===== config.mk =====
export PLATFORM = sky130hd
export DESIGN_NAME = memory
export DESIGN_NICKNAME = d
export VERILOG_FILES = /design/src/rtl/common_pkg.sv /design/src/rtl/memory_pkg.sv /design/src/rtl/memory_memaccess.sv /design/src/rtl/memory.sv
export SDC_FILE = /design/constraint.sdc
export NUM_CORES = 1
export LEC_CHECK = 0
export CORE_AREA = 4 4 267 269
export CTS_CLUSTER_DIAMETER = 150
export CTS_CLUSTER_SIZE = 40
export DETAILED_ROUTE_END_ITERATION = 8
export DIE_AREA = 0 0 271 273
export DONT_BUFFER_PORTS = 1
export GPL_TIMING_DRIVEN = 0
export HOLD_SLACK_MARGIN = 0.02
export PLACE_DENSITY = 0.3
export SKIP_LAST_GASP = 1
export SLEW_MARGIN = 10
export SYNTH_ARGS = -nofsm -noshare
export SYNTH_HDL_FRONTEND = slang
export SYNTH_SLANG_ARGS = --single-unit
export TNS_END_PERCENT = 50

===== constraint.sdc =====
create_clock -name clk -period 2 [get_ports clk]
set_input_delay 0.2 -clock clk [delete_from_list [all_inputs] [get_ports clk]]
set_output_delay 0.2 -clock clk [all_outputs]
set_load 0.03 [all_outputs]

===== src/rtl/common_pkg.sv =====
// Shared datapath types used across pipeline stages.
// Combinational only: types and constants, no logic.
// No flow control: nothing here holds state.
package common_pkg;
  parameter int XLEN   = 64;
  parameter int STRB_W = XLEN / 8;

  typedef logic [XLEN-1:0] word_t;
endpackage


===== src/rtl/memory_pkg.sv =====
// Pipeline records and encodings exchanged between execute, memory and decode.
// Combinational only: types and constants, no logic.
// No flow control: nothing here holds state.
package memory_pkg;
  import common_pkg::*;

  typedef enum logic [1:0] {
    OP_ALU    = 2'd0,
    OP_LOAD   = 2'd1,
    OP_STORE  = 2'd2,
    OP_BRANCH = 2'd3
  } op_t;

  typedef struct packed {
    op_t  op;
    logic regwrite;
  } control_t;

  typedef enum logic [2:0] {
    MSIZE1 = 3'd0,
    MSIZE2 = 3'd1,
    MSIZE4 = 3'd2,
    MSIZE8 = 3'd3
  } msize_t;

  // Load/store width field, instr[14:12]; bit 2 selects zero extension.
  localparam logic [2:0] F3_LB  = 3'b000;
  localparam logic [2:0] F3_LH  = 3'b001;
  localparam logic [2:0] F3_LW  = 3'b010;
  localparam logic [2:0] F3_LD  = 3'b011;
  localparam logic [2:0] F3_LBU = 3'b100;
  localparam logic [2:0] F3_LHU = 3'b101;
  localparam logic [2:0] F3_LWU = 3'b110;

  typedef logic [4:0] creg_addr_t;

  typedef struct packed {
    logic       valid;
    word_t      pc;
    logic [31:0] instr;
    control_t   ctl;
    creg_addr_t dst;
    word_t      aluout;
    word_t      rd2;
  } execute_data_t;

  typedef struct packed {
    logic       valid;
    word_t      pc;
    logic [31:0] instr;
    control_t   ctl;
    creg_addr_t dst;
    word_t      result;
  } memory_data_t;

  typedef struct packed {
    creg_addr_t dst;
    word_t      data;
    logic       ismem;
  } tran_t;

  typedef enum logic [1:0] {
    ST_IDLE = 2'd0,
    ST_ADDR = 2'd1,
    ST_DATA = 2'd2
  } mem_state_t;
endpackage


===== src/rtl/memory_memaccess.sv =====
// Access shaping: size, byte strobes, lane-aligned store data, load extraction/extension, misalignment.
// Latency: purely combinational, zero cycles.
// Backpressure: none; outputs follow inputs directly.
module memaccess
  import common_pkg::*;
  import memory_pkg::*;
(
  input  word_t             addr_i,
  input  logic [2:0]        width_i,
  input  logic              is_mem_i,
  input  logic              is_store_i,
  input  word_t             wdata_i,
  input  word_t             rdata_i,
  output logic [2:0]        size_o,
  output logic [STRB_W-1:0] strobe_o,
  output word_t             wdata_o,
  output word_t             rdata_o,
  output logic              misalign_o
);
  logic [STRB_W-1:0] mask;
  logic              unaligned;
  logic [5:0]        shamt;
  word_t             lane;

  // Decode access width into byte mask and alignment test, then shift to the byte lane.
  always_comb begin
    mask      = '0;
    unaligned = 1'b0;
    case (width_i[1:0])
      2'd0: begin mask = 8'h01; unaligned = 1'b0;            end
      2'd1: begin mask = 8'h03; unaligned = addr_i[0];       end
      2'd2: begin mask = 8'h0F; unaligned = |addr_i[1:0];    end
      default: begin mask = 8'hFF; unaligned = |addr_i[2:0]; end
    endcase
    shamt      = {addr_i[2:0], 3'b000};
    size_o     = {1'b0, width_i[1:0]};
    strobe_o   = is_store_i ? (mask << addr_i[2:0]) : '0;
    wdata_o    = wdata_i << shamt;
    lane       = rdata_i >> shamt;
    misalign_o = is_mem_i & unaligned;
  end

  // Truncate the selected lane to the access size, sign- or zero-extending per width[2].
  always_comb begin
    rdata_o = lane;
    case (width_i[1:0])
      2'd0: rdata_o = width_i[2] ? {{(XLEN-8){1'b0}},  lane[7:0]}  : {{(XLEN-8){lane[7]}},   lane[7:0]};
      2'd1: rdata_o = width_i[2] ? {{(XLEN-16){1'b0}}, lane[15:0]} : {{(XLEN-16){lane[15]}}, lane[15:0]};
      2'd2: rdata_o = width_i[2] ? {{(XLEN-32){1'b0}}, lane[31:0]} : {{(XLEN-32){lane[31]}}, lane[31:0]};
      default: rdata_o = lane;
    endcase
  end
endmodule


===== src/rtl/memory.sv =====
// MEM stage: issues loads/stores on the data bus and registers the result into dataM.
// Latency: one edge to dataM on completion; single-cycle when addr_ok and data_ok arrive with the request.
// Backpressure: stopm holds upstream while an aligned access is outstanding; dataM carries bubbles meanwhile.
module memory
  import common_pkg::*;
  import memory_pkg::*;
(
  input  logic              clk,
  input  logic              reset,
  input  execute_data_t     dataE,
  output memory_data_t      dataM,
  output tran_t             tranm,
  output logic              stopm,
  output logic              misalign,
  output logic              dreq_valid,
  output word_t             dreq_addr,
  output logic [2:0]        dreq_size,
  output logic [STRB_W-1:0] dreq_strobe,
  output word_t             dreq_data,
  input  logic              dresp_addr_ok,
  input  logic              dresp_data_ok,
  input  word_t             dresp_data
);
  mem_state_t   state_q, state_d;
  memory_data_t dataM_q, dataM_d;

  logic  is_load, is_store, memop, req_ok, complete;
  word_t load_ext;

  assign is_load  = dataE.valid & (dataE.ctl.op == OP_LOAD);
  assign is_store = dataE.valid & (dataE.ctl.op == OP_STORE);
  assign memop    = is_load | is_store;

  memaccess u_memaccess (
    .addr_i     (dataE.aluout),
    .width_i    (dataE.instr[14:12]),
    .is_mem_i   (memop),
    .is_store_i (is_store),
    .wdata_i    (dataE.rd2),
    .rdata_i    (dresp_data),
    .size_o     (dreq_size),
    .strobe_o   (dreq_strobe),
    .wdata_o    (dreq_data),
    .rdata_o    (load_ext),
    .misalign_o (misalign)
  );

  // A misaligned op never reaches the bus; the exception path takes it instead.
  assign req_ok    = memop & ~misalign;
  assign dreq_addr = dataE.aluout;

  // Completion detection and next-state selection for the bus handshake.
  always_comb begin
    complete = 1'b0;
    state_d  = state_q;
    case (state_q)
      ST_IDLE: begin
        complete = req_ok & dresp_addr_ok & dresp_data_ok;
        if (req_ok && !complete) state_d = dresp_addr_ok ? ST_DATA : ST_ADDR;
      end
      ST_ADDR: begin
        complete = req_ok & dresp_addr_ok & dresp_data_ok;
        if (complete)           state_d = ST_IDLE;
        else if (dresp_addr_ok) state_d = ST_DATA;
      end
      ST_DATA: begin
        complete = req_ok & dresp_data_ok;
        if (dresp_data_ok) state_d = ST_IDLE;
      end
      default: state_d = ST_IDLE;
    endcase
  end

  // Reset gating makes the request and stall drop the instant reset asserts, regardless of dataE.
  assign dreq_valid = reset & req_ok & (state_q != ST_DATA);
  assign stopm      = reset & req_ok & ~complete;

  // Record that lands in dataM once this instruction retires from the stage.
  always_comb begin
    dataM_d.valid  = dataE.valid;
    dataM_d.pc     = dataE.pc;
    dataM_d.instr  = dataE.instr;
    dataM_d.ctl    = dataE.ctl;
    dataM_d.dst    = dataE.dst;
    dataM_d.result = misalign ? '0 : (is_load ? load_ext : dataE.aluout);
  end

  // Forwarding record for decode; load data is only meaningful in the completion cycle.
  always_comb begin
    tranm.dst   = (dataE.valid & dataE.ctl.regwrite) ? dataE.dst : '0;
    tranm.ismem = is_load;
    tranm.data  = is_load ? load_ext : dataE.aluout;
  end

  // Bus handshake state.
  always_ff @(posedge clk or negedge reset) begin
    if (!reset) state_q <= ST_IDLE;
    else        state_q <= state_d;
  end

  // Pipeline register: bubble while stalled, otherwise take the execute record.
  always_ff @(posedge clk or negedge reset) begin
    if (!reset)     dataM_q       <= '0;
    else if (stopm) dataM_q.valid <= 1'b0;
    else            dataM_q       <= dataM_d;
  end

  assign dataM = dataM_q;
endmodule

==> results.toml <==
[sta]
tightestPinTransition_ns = 0.9334
min_period_ns = 2.100
slew_headroom_pct = 37.50
setup_ws_ns = -0.1000
drv_slew = 0
fmax_mhz = 476.2
fin_worst_skew_ns = 0.02293
rsz0062_at_grt = "yes"
hold_violations = 171
setup_viol = 40
period_share_pct = 105.0
timing.hold.ws_ns = -0.5984

[synthesis]
syn_nets = 1782
synth_cell_types = 65
netlist_instances = 1481
synth_edf_count = 0
ys.flop_type = "dfrtp_1"
syn_avg_cell_area_um2 = 8.066
synth_seq_cells = 171
synth_top_area_share_pct = 35.82
yosysTopAreaCell = "dfrtp_1"
ys_async_sr_fraction_pct = 100.0
yosysWarnings = 0
yosys-top-cells-area = "dfrtp_1, nand2_1, mux2i_1"
netlist_area_um2 = 11950
yosysSeqAreaShare_pct = 35.82

[route]
drtIter0Drc = 716
drc_errors = 0
num_vias = 12534
via_per_inst = 4.739
dr.pass1.iters = 5
drt-total-wl_um = 79660
antenna_left = 0
wl_per_cell_um = 30.12

[finish]
fill_cells = 7432
drive_above_1_share_pct = 31.42
most-common-layout-cells = "nand2_1, dfrtp_1, buf_4, dlygate4sd3_1, mux2i_1"
final_common_cell = "nand2_1"
utilization_pct = 26.08
layout.nets = 1997
syn_to_final_growth_pct = 49.74

[global_routing]
grt_pass1_vias = 13024
grt_max_degree = 174
gr-usage-all-layers_pct = 20.45
grt.overflow.total = 0
antenna_found_initial = 6
grt_pass1_wl_um = 108000

[power]
power_density_nw_per_um2 = 661.5
vdd_drop_max_mv = 0.4868
leakage_nw = 7.556
total_power_mw = 11.83

[clock_tree]
cts-buffers-inserted = 17
hold_buffers = 128
cts_buffer_depth = 2
cts_sinks = 171
htree_levels = 4
cts-root-buf = "clkbuf_16"
cts.clk_slew.worst_paths_ns = 0.11
cts_tree = "built"
insertion_delay_ns = 0.49

[setup_path]
crit_fanout = 5
start_kind = "input pin"
crit_path_end_kind = "primary output"
crit_type = "input pin to primary output"
crit_required_ns = 1.80
cp.arrival_ns = 1.90

[min_path]
hp-class = "input pin to asynchronous set/reset pin"

[placed_design]
dp_hpwl_um = 63460
gp_congestion = 0.8882
io_buffers = 0

[outcome]
failed_checks = "negative hold slack, negative setup slack"
outcome = "finished, violations left"

[floorplan]
row_count = 96
die-area_um2 = 73980
core_um2 = 68590
io_pins = 682
die_x_um = 271
initial_core_util_pct = 17.42
dieHeight_um = 273

[job]
max_cap_viol_count = 0
## per-stage QoR
stage               hold slack, ns  area (um2)  setup WS, ns  setup TNS (ns)  instances
floorplan                 -0.09559       12210       -0.1935          -7.350       1481
global placement          -0.08780       13380        -1.655         -234.84       2412
detailed placement        -0.08768       13400        -1.551         -244.23       2413
CTS                        -0.6558       17600       -0.1116          -2.709       2624
global route               -0.6309       17880       -0.1500          -4.886       2642
finish                     -0.5984       17890       -0.1000          -1.784       2645
## cell families (layout without fill, tap and decap cells)
group | count (synthesis) | after routing | synth area share, %
buffers and inverters | 193 | 421 | 9.415
and+or+nand+nor | 685 | 685 | 24.48
xor gates and xnor gates | 1 | 1 | 0.07333
AOI/OAI and AO/OA | 261 | 261 | 15.41
other | 1 | 6 | 0.03139
DFF | 171 | 171 | 35.82
muxes | 169 | 169 | 14.78
## sequential cells by signal, summed over array words and instances, names as in the netlist
signal	cells
dataM	169
state_q	2
## layer usage
layer,GRT usage [%],vias to the layer above,part of all wire (%)
li1,-,5541,-
met1,23.97,6383,39
met2,36.55,542,51
met3,6.945,66,8.3
met4,3.824,2,1.4
met5,0,-,0.016
## path summary, 6_finish.rpt
kind / startpoint / end / slack (ns) / cells after the start
worst max-delay path: dataE[65] / tranm[33] / -0.10 / 7
worst min-delay path: reset / dataM[4] / -0.60 / 0
worst max register to register: state_q[1] / dataM[22] / 0.04 / 11
worst min register to register: dataM[107] / dataM[107] / 0.67 / 2
max in group asynchronous: reset / dataM[0] / 2.09 / 0
min in group clk: dataE[72] / dataM[8] / 0.06 / 3
## cells in the mapped netlist (all sizes together) (14+ instances only)
cell type / number
clkbuf: 46
and2: 17
o31ai: 18
a22o: 32
a211oi: 18
mux2: 39
a21oi: 49
o21ai: 40
o211ai: 14
nor2: 130
dfrtp: 171
nor3: 34
buf: 141
nand4: 23
and4: 14
o22ai: 30
nand2: 420
mux2i: 128
## timing repair
action	4_1_cts	5_1_grt
endpoints found under the hold margin	298	171
gates resized for setup	451	43
buffers inserted	50	13
cloned	3	3
endpoints found under the setup margin	307	186
pin swaps	67	26
## critical path, stage by stage
cell and delay (ns):
buf_12 0.12, and4bb_2 0.28, a221oi_2 0.04, or4_4 0.51
and3_4 0.26, buf_8 0.15, a21oi_4 0.31
## layout make-up
cell class / count / area, um2 / share of cell area (%)
plain buffers: 185 / 1654 / 9.247
repair buffers: 198 / 1998 / 11.17
clock buffers: 17 / 425.4 / 2.378
well taps: 931 / 1165 / 6.512
inverters: 6 / 47.55 / 0.2658
flip-flops and latches: 171 / 4279 / 23.92
clock inverters: 15 / 183.9 / 1.028
multi-input cells: 1117 / 8123 / 45.41
diodes: 5 / 12.51 / 0.06994
## where the power goes
group | total, mW | internal [mW] | switching [mW]
registers | 4.67 | 3.74 | 0.924
logic | 3.52 | 1.34 | 2.18
clock network | 3.65 | 1.71 | 1.94
total | 11.8 | 6.79 | 5.04
Power figures use the tool's default switching activity.
